## config.mk

```make
export PLATFORM = sky130hd
export DESIGN_NAME = fb_fill_engine_flat
export DESIGN_NICKNAME = d
export VERILOG_FILES = /design/src/rtl/fb_fill_pkg.sv /design/src/rtl/fb_fill_if.sv /design/src/rtl/fb_fill_mask.sv /design/src/rtl/fb_fill_engine.sv /design/src/flat_wrapper.sv
export SDC_FILE = /design/constraint.sdc
export NUM_CORES = 1
export LEC_CHECK = 0
export BUFFER_PORTS_ARGS = -buffer_cell sky130_fd_sc_hd__buf_2
export CAP_MARGIN = 0
export CORE_UTILIZATION = 40
export DETAILED_ROUTE_END_ITERATION = 10
export SYNTH_ARGS = -nofsm -noshare
export SYNTH_HDL_FRONTEND = slang
export SYNTH_HIERARCHICAL = 1
export SYNTH_SLANG_ARGS = --single-unit
```

## constraint.sdc

```tcl
create_clock -name clk_i -period 6.6 [get_ports clk_i]
set_input_delay 0.66 -clock clk_i [delete_from_list [all_inputs] [get_ports clk_i]]
set_output_delay 0.66 -clock clk_i [all_outputs]
set_load 0.005 [all_outputs]
```

## src/rtl/fb_fill_pkg.sv

```systemverilog
// Shared constants and types for the framebuffer fill engine.
// Register map, CTRL bit positions, reset stride and FSM state encoding.
package fb_fill_pkg;

    localparam int FB_AW   = 19;
    localparam int FB_WMAX = 12;
    localparam int FB_HMAX = 10;

    localparam logic [2:0] REG_BASE   = 3'd0;
    localparam logic [2:0] REG_STRIDE = 3'd1;
    localparam logic [2:0] REG_WIDTH  = 3'd2;
    localparam logic [2:0] REG_HEIGHT = 3'd3;
    localparam logic [2:0] REG_COLOUR = 3'd4;
    localparam logic [2:0] REG_CTRL   = 3'd5;

    localparam int CTRL_START = 0;
    localparam int CTRL_ABORT = 1;

    localparam int STRIDE_RST = 256;

    typedef enum logic [1:0] {
        IDLE,
        LINE_SETUP,
        WRITE,
        DONE
    } fill_state_e;

endpackage

```

## src/rtl/fb_fill_if.sv

```systemverilog
// Bus bundle around the fill engine: CPU port, config port and the
// framebuffer write port it arbitrates.
interface fb_fill_if #(
    parameter int AW = 19
);
    logic          cpu_en;
    logic [7:0]    cpu_we;
    logic [AW-1:0] cpu_addr;
    logic [63:0]   cpu_wrdata;
    logic [63:0]   cpu_rddata;

    logic          cfg_en;
    logic          cfg_we;
    logic [2:0]    cfg_addr;
    logic [31:0]   cfg_wrdata;
    logic [31:0]   cfg_rddata;

    logic          fb_en;
    logic [7:0]    fb_we;
    logic [AW-4:0] fb_addr;
    logic [63:0]   fb_wrdata;
    logic [63:0]   fb_rddata;

    logic          irq;

    modport slave (
        input  cpu_en, cpu_we, cpu_addr, cpu_wrdata,
        output cpu_rddata,
        input  cfg_en, cfg_we, cfg_addr, cfg_wrdata,
        output cfg_rddata,
        output fb_en, fb_we, fb_addr, fb_wrdata,
        input  fb_rddata,
        output irq
    );

    modport master (
        output cpu_en, cpu_we, cpu_addr, cpu_wrdata,
        input  cpu_rddata,
        output cfg_en, cfg_we, cfg_addr, cfg_wrdata,
        input  cfg_rddata,
        input  fb_en, fb_we, fb_addr, fb_wrdata,
        output fb_rddata,
        input  irq
    );

endinterface

```

## src/rtl/fb_fill_mask.sv

```systemverilog
// Word range and edge byte masks for one fill line starting at line_base.
// The end address wraps modulo 2^AW.
module fb_fill_mask #(
    parameter int AW   = 19,
    parameter int WMAX = 12
) (
    input  logic [AW-1:0]   line_base,
    input  logic [WMAX-1:0] width,
    output logic [AW-4:0]   first_word,
    output logic [AW-4:0]   last_word,
    output logic [7:0]      lmask,
    output logic [7:0]      rmask
);

    logic [AW-1:0] line_end;

    assign line_end   = line_base + AW'(width) - AW'(1);
    assign first_word = line_base[AW-1:3];
    assign last_word  = line_end[AW-1:3];
    assign lmask      = 8'hFF << line_base[2:0];
    assign rmask      = 8'hFF >> (3'd7 - line_end[2:0]);

endmodule

```

## src/rtl/fb_fill_engine.sv

```systemverilog
// Rectangle-fill engine sharing the framebuffer write port with the CPU.
// CPU has fixed priority; the engine simply stalls while cpu_en is high.
module fb_fill_engine
    import fb_fill_pkg::*;
#(
    parameter int AW   = FB_AW,
    parameter int WMAX = FB_WMAX,
    parameter int HMAX = FB_HMAX
) (
    input  logic      clk_i,
    input  logic      rst_ni,
    fb_fill_if.slave  bus
);

    fill_state_e   state;

    logic [AW-1:0]   base;
    logic [WMAX-1:0] stride;
    logic [WMAX-1:0] width;
    logic [HMAX-1:0] height;
    logic [7:0]      colour;
    logic            done;
    logic            aborted;
    logic [31:0]     rd_q;

    logic [AW-1:0]   line_base;
    logic [HMAX-1:0] lines_left;
    logic [AW-4:0]   waddr;
    logic [AW-4:0]   first_word;
    logic [AW-4:0]   last_word;
    logic [7:0]      lmask;
    logic [7:0]      rmask;

    logic [AW-4:0]   m_first;
    logic [AW-4:0]   m_last;
    logic [7:0]      m_lmask;
    logic [7:0]      m_rmask;

    logic            busy;
    logic            cfg_wr;
    logic            ctrl_wr;
    logic            start;
    logic            abort;
    logic            grant;
    logic            last_hit;
    logic [7:0]      eng_we;
    logic [31:0]     rd_mux;
    logic            unused_ok;

    fb_fill_mask #(
        .AW   (AW),
        .WMAX (WMAX)
    ) u_mask (
        .line_base  (line_base),
        .width      (width),
        .first_word (m_first),
        .last_word  (m_last),
        .lmask      (m_lmask),
        .rmask      (m_rmask)
    );

    assign busy    = (state != IDLE);
    assign cfg_wr  = bus.cfg_en && bus.cfg_we;
    assign ctrl_wr = cfg_wr && (bus.cfg_addr == REG_CTRL);
    // abort beats start when both bits are set in one write
    assign abort   = ctrl_wr && bus.cfg_wrdata[CTRL_ABORT];
    assign start   = ctrl_wr && bus.cfg_wrdata[CTRL_START] && !abort;

    assign grant    = (state == WRITE) && !bus.cpu_en;
    assign last_hit = (waddr == last_word);
    assign eng_we   = ((waddr == first_word) ? lmask : 8'hFF)
                    & (last_hit ? rmask : 8'hFF);

    always_comb begin
        rd_mux = '0;
        unique case (1'b1)
            bus.cfg_addr == REG_BASE:   rd_mux = 32'(base);
            bus.cfg_addr == REG_STRIDE: rd_mux = 32'(stride);
            bus.cfg_addr == REG_WIDTH:  rd_mux = 32'(width);
            bus.cfg_addr == REG_HEIGHT: rd_mux = 32'(height);
            bus.cfg_addr == REG_COLOUR: rd_mux = 32'(colour);
            bus.cfg_addr == REG_CTRL:   rd_mux = {29'd0, aborted, done, busy};
            default:                    rd_mux = '0;
        endcase
    end

    always_ff @(posedge clk_i or negedge rst_ni) begin
        if (!rst_ni) begin
            state      <= IDLE;
            base       <= '0;
            stride     <= WMAX'(STRIDE_RST);
            width      <= '0;
            height     <= '0;
            colour     <= '0;
            done       <= 1'b0;
            aborted    <= 1'b0;
            rd_q       <= '0;
            line_base  <= '0;
            lines_left <= '0;
            waddr      <= '0;
            first_word <= '0;
            last_word  <= '0;
            lmask      <= '0;
            rmask      <= '0;
        end else begin
            if (bus.cfg_en && !bus.cfg_we) begin
                rd_q <= rd_mux;
            end
            if (cfg_wr && !busy) begin
                unique case (1'b1)
                    bus.cfg_addr == REG_BASE:   base   <= bus.cfg_wrdata[AW-1:0];
                    bus.cfg_addr == REG_STRIDE: stride <= bus.cfg_wrdata[WMAX-1:0];
                    bus.cfg_addr == REG_WIDTH:  width  <= bus.cfg_wrdata[WMAX-1:0];
                    bus.cfg_addr == REG_HEIGHT: height <= bus.cfg_wrdata[HMAX-1:0];
                    bus.cfg_addr == REG_COLOUR: colour <= bus.cfg_wrdata[7:0];
                    default: ;
                endcase
            end
            if (abort && busy) begin
                state   <= IDLE;
                aborted <= 1'b1;
            end else begin
                unique case (state)
                    IDLE: begin
                        if (start) begin
                            done    <= 1'b0;
                            aborted <= 1'b0;
                            if (width == '0 || height == '0) begin
                                state <= DONE;
                            end else begin
                                line_base  <= base;
                                lines_left <= height;
                                state      <= LINE_SETUP;
                            end
                        end
                    end
                    LINE_SETUP: begin
                        first_word <= m_first;
                        last_word  <= m_last;
                        lmask      <= m_lmask;
                        rmask      <= m_rmask;
                        waddr      <= m_first;
                        state      <= WRITE;
                    end
                    WRITE: begin
                        if (grant) begin
                            if (last_hit) begin
                                lines_left <= lines_left - HMAX'(1);
                                if (lines_left != HMAX'(1)) begin
                                    line_base <= line_base + AW'(stride);
                                    state     <= LINE_SETUP;
                                end else begin
                                    state <= DONE;
                                end
                            end else begin
                                waddr <= waddr + 1'b1;
                            end
                        end
                    end
                    DONE: begin
                        done  <= 1'b1;
                        state <= IDLE;
                    end
                    default: state <= IDLE;
                endcase
            end
        end
    end

    assign bus.fb_en     = bus.cpu_en | grant;
    assign bus.fb_we     = bus.cpu_en ? bus.cpu_we :
                           grant      ? eng_we     : 8'h00;
    assign bus.fb_addr   = bus.cpu_en ? bus.cpu_addr[AW-1:3] :
                           grant      ? waddr                : '0;
    assign bus.fb_wrdata = bus.cpu_en ? bus.cpu_wrdata :
                           grant      ? {8{colour}}    : 64'd0;

    assign bus.cpu_rddata = bus.fb_rddata;
    assign bus.cfg_rddata = rd_q;
    assign bus.irq        = done;

    assign unused_ok = ^{bus.cpu_addr[2:0], bus.cfg_wrdata[31:AW]};

endmodule

```

## src/flat_wrapper.sv

```systemverilog
// flat-port wrapper written by rule: the top's interface ports become plain ports
module fb_fill_engine_flat import fb_fill_pkg::*;
#(
    parameter int AW   = FB_AW,
    parameter int WMAX = FB_WMAX,
    parameter int HMAX = FB_HMAX
)
  (clk_i, rst_ni, bus_cpu_en, bus_cpu_we, bus_cpu_addr, bus_cpu_wrdata, bus_cpu_rddata, bus_cfg_en, bus_cfg_we, bus_cfg_addr, bus_cfg_wrdata, bus_cfg_rddata, bus_fb_en, bus_fb_we, bus_fb_addr, bus_fb_wrdata, bus_fb_rddata, bus_irq);
  fb_fill_if #(.AW(AW)) bus_i ();
  input  logic clk_i;
  input  logic rst_ni;
  input wire logic [$bits(bus_i.cpu_en)-1:0] bus_cpu_en;
  input wire logic [$bits(bus_i.cpu_we)-1:0] bus_cpu_we;
  input wire logic [$bits(bus_i.cpu_addr)-1:0] bus_cpu_addr;
  input wire logic [$bits(bus_i.cpu_wrdata)-1:0] bus_cpu_wrdata;
  output wire logic [$bits(bus_i.cpu_rddata)-1:0] bus_cpu_rddata;
  input wire logic [$bits(bus_i.cfg_en)-1:0] bus_cfg_en;
  input wire logic [$bits(bus_i.cfg_we)-1:0] bus_cfg_we;
  input wire logic [$bits(bus_i.cfg_addr)-1:0] bus_cfg_addr;
  input wire logic [$bits(bus_i.cfg_wrdata)-1:0] bus_cfg_wrdata;
  output wire logic [$bits(bus_i.cfg_rddata)-1:0] bus_cfg_rddata;
  output wire logic [$bits(bus_i.fb_en)-1:0] bus_fb_en;
  output wire logic [$bits(bus_i.fb_we)-1:0] bus_fb_we;
  output wire logic [$bits(bus_i.fb_addr)-1:0] bus_fb_addr;
  output wire logic [$bits(bus_i.fb_wrdata)-1:0] bus_fb_wrdata;
  input wire logic [$bits(bus_i.fb_rddata)-1:0] bus_fb_rddata;
  output wire logic [$bits(bus_i.irq)-1:0] bus_irq;
  assign bus_i.cpu_en = bus_cpu_en;
  assign bus_i.cpu_we = bus_cpu_we;
  assign bus_i.cpu_addr = bus_cpu_addr;
  assign bus_i.cpu_wrdata = bus_cpu_wrdata;
  assign bus_cpu_rddata = bus_i.cpu_rddata;
  assign bus_i.cfg_en = bus_cfg_en;
  assign bus_i.cfg_we = bus_cfg_we;
  assign bus_i.cfg_addr = bus_cfg_addr;
  assign bus_i.cfg_wrdata = bus_cfg_wrdata;
  assign bus_cfg_rddata = bus_i.cfg_rddata;
  assign bus_fb_en = bus_i.fb_en;
  assign bus_fb_we = bus_i.fb_we;
  assign bus_fb_addr = bus_i.fb_addr;
  assign bus_fb_wrdata = bus_i.fb_wrdata;
  assign bus_i.fb_rddata = bus_fb_rddata;
  assign bus_irq = bus_i.irq;
  fb_fill_engine #(.AW(AW), .WMAX(WMAX), .HMAX(HMAX)) u_core (.clk_i(clk_i), .rst_ni(rst_ni), .bus(bus_i));
endmodule
```

==> results by group <==
Layout
  – NumNets Final: 1805
  – Number of fill cells: 2988
  – Register Area: 4430 um2
  – Area grow syn2layout: 11.2%
  – Multi-input gate area: 6550 um2
  – Layout cells sized above 1: around 24%
  – Antenna cell count: 0

Yosys
  – Synth warn: 6
  – Area of the mapped netlist: between 10000 and 15000 um2
  – Synth Instances: approximately 1500
  – Register area share after synthesis: 36.3%
  – Register bit count reported by yosys: ~180
  – Distinct cells, synth: 76
  – Syn Area/Cell: 8.38 um2
  – Synth Flop Type: dfrtp_1
  – Async SR Flop Fraction: between 90% and 100%
  – Post-synth EDFFs: 0

Timing
  – Worst setup margin: 2720 ps
  – Worst Tran Pin Value: 1050 ps
  – Final setup fails: 0
  – TNS Setup: 0 ps
  – Final Cycle Share: between 50 and 60%
  – Final Critical Period: 3880 ps
  – Clock skew: 12.6 ps
  – Slew margin rel.: 29.4%
  – Max Freq: between 200 and 300 MHz
  – Max Slew Vio Count: 0
  – Hold Vio Cnt, Final: 0
  – RSZ-0062 raised after global routing: no

Worst hold path
  – Type of the tightest min-delay check: in -> async

Clock tree
  – Postcts setup bufs: 0
  – Clock buffers created by TritonCTS: 17
  – Clock transition at path regs: 80 ps
  – Gates resized, CTS repair: 0
  – CTS tree: done
  – Root buffer cell: clkbuf_16
  – CTS sink count: between 150 and 200
  – Hold_buf cts: 0
  – H-tree Lvls: 4
  – Clock tree buffer depth: 2
  – Worst-Skew Late Latency: ~440 ps

Setup path
  – Critical Path Source: u_core/state[0]$_DFFE_PN0P_
  – CP endpoint kind: primary output
  – CP arrival: 3220 ps
  – Flop2flop setup slack: 3050 ps
  – Reg2reg start: u_core/waddr[7]$_DFFE_PN0P_
  – Crit path launch type: flip-flop
  – Crit path kind: reg -> out
  – Worst EP required: roughly 6000 ps
  – Crit-path max FO: 72

Drt
  – Via count: 10469
  – Drt via density: between 5 and 6
  – Final WL: between 30 and 40 mm
  – DRT Pass-1 Iters: 5
  – Iteration-0 DRC count of the detailed router: 818
  – Detail Route Antenna Nets: 0
  – Drc violations: 0
  – Routed len/inst: 18.1 um

Global routing
  – Met1 usage: between 30% and 40%
  – Top Usage Layer GRT: met2
  – GRT met3 Usage: 5.28%
  – Total congestion overflow: 0
  – GRT met2 Usage: 35.0%
  – Initial antenna violation count: 0
  – Vias in the first global route: approximately 9600
  – First-pass GRT wire length: 53.8 mm
  – Largest net degree at the start of global routing: 87
  – Gr usage total: 22.4%

Die
  – Number of top-level pins: 381
  – Die W: around 180 um
  – Die ar.: 31200 um2
  – FP Rows: 63
  – Core box area: 29800 um2
  – Die height: roughly 180 um
  – Initial Util: 41.0%

Pwr
  – VDD IR-drop max: 0.222 mV
  – Leak Pwr: a little over 7 nW
  – PwrDens: 398 nW/um2

Placed design
  – GP Congestion: approximately 0.86
  – Pre-CTS WS: 2800 ps
  – IO Port Bufs: ~220
  – Post-DP HPWL: 26.5 mm

Outcome
  – Status: finished clean

Job
  – Max cap viols: 0
## per-layer routing
layer | share of wire [%] | vias up | routed length [um]
met3 | 6.8 | 62 | 2410
met5 | 0 | - | 0
met2 | 46 | 346 | 16300
li1 | - | 5078 | -
met1 | 45 | 4983 | 16100
met4 | 2.0 | 0 | 697
## cells in the mapped netlist, types with 16 or more instances
library cell  instances  area share (%)
nand3_1              28             1.1
mux2i_1              22             1.8
xor2_1               39             2.8
nor2_1               62             1.9
nand2_1             383              12
o21ai_1              16            0.66
ha_1                 48             4.9
nor3_1               29             1.2
inv_1                78             2.4
o21ai_0              64             2.6
dfrtp_1             176              36
clkbuf_1             50             1.5
a21oi_1              62             2.5
buf_4                97             6.0
mux2_2               66             6.1
## layout make-up
type	instances	area share, %
inverters	80	2.21
clock buffers	18	3.24
clock inverters	14	1.08
multi-input cells	1048	48.2
well taps	390	3.59
flip-flops and latches	177	32.6
repair buffers	236	9.00
## metrics by stage
step	hold WS (ps)	util, %	total power [mW]	instance area [um2]	std cells
6_report	293	45.6	5.41	13600	1963
4_1_cts	320	45.6	5.42	13600	1963
3_5_place_dp	463	43.6	4.38	13000	1931
2_1_floorplan	364	-	3.72	12300	1470
3_3_place_gp	461	43.6	4.34	13000	1931
5_1_grt	353	45.6	5.81	13600	1963
## final timing paths
path	endpoint	cells after the start
max	bus_fb_wrdata[37]	8
min	u_core/rmask[0]$_DFFE_PN0P_	1
max reg2reg	u_core/line_base[18]$_DFFE_PN0P_	7
min reg2reg	u_core/rmask[2]$_DFFE_PN0P_	2
max in group asynchronous	u_core/base[18]$_DFFE_PN0P_	2
min in group clk_i	u_core/base[15]$_DFFE_PN0P_	2
## registers in the layout (all words and copies together) (netlist names), 2 cells and up
signal	cells
u_core/rmask	8
u_core/bus.cfg_rddata	19
u_core/state	2
u_core/lines_left	10
u_core/base	19
u_core/first_word	16
u_core/stride	12
u_core/lmask	8
u_core/width	12
u_core/waddr	16
u_core/last_word	16
u_core/line_base	19
u_core/colour	8
u_core/height	10
## kinds of logic after synthesis
logic type,after synthesis,synth area share (%)
AO/OA/AOI/OAI,262,14.4
multiplexers,93,8.82
flip-flops,177,36.3
XOR/XNOR,50,3.65
buffers and inverters,245,10.8
AND/OR/NAND/NOR,578,20.7
other,2,0.0615
adder cells (fa/ha/maj),50,5.25
## critical path, cell delays in order, from the launching register on
cell and delay [ps]:
dfrtp_1 420, inv_1 100, ha_2 180, buf_4 650, inv_1 130, nor2_1 480, nand2_1 300, nand2_1 310
buf_2 180
## layout by cell type (no fill, tap or decap), types with 7 or more instances in the layout
cell type / count
mux2_2: 66
dfrtp_1: 176
buf_2: 221
nor4_1: 12
buf_4: 14
inv_1: 78
nand4_1: 9
nor3_1: 29
o21ai_1: 16
xor2_1: 39
o21ai_0: 64
nand3_1: 28
a211oi_1: 7
mux2i_1: 22
a21oi_1: 62
o22ai_1: 14
ha_1: 47
o22ai_2: 10
nand2_1: 383
nor2b_1: 9
a21o_1: 14
clkbuf_16: 17
conb_1: 15
xnor2_1: 10
a22o_1: 12
nor2_1: 62
a221o_1: 7
## where the power goes
group | leakage, nW | total (mW) | switching [mW] | internal [mW]
combinational | 4.49 | 2.45 | 1.35 | 1.11
clock | 0.285 | 1.03 | 0.481 | 0.544
sequential | 2.29 | 1.93 | 0.484 | 1.45
Power figures use the tool's default switching activity.
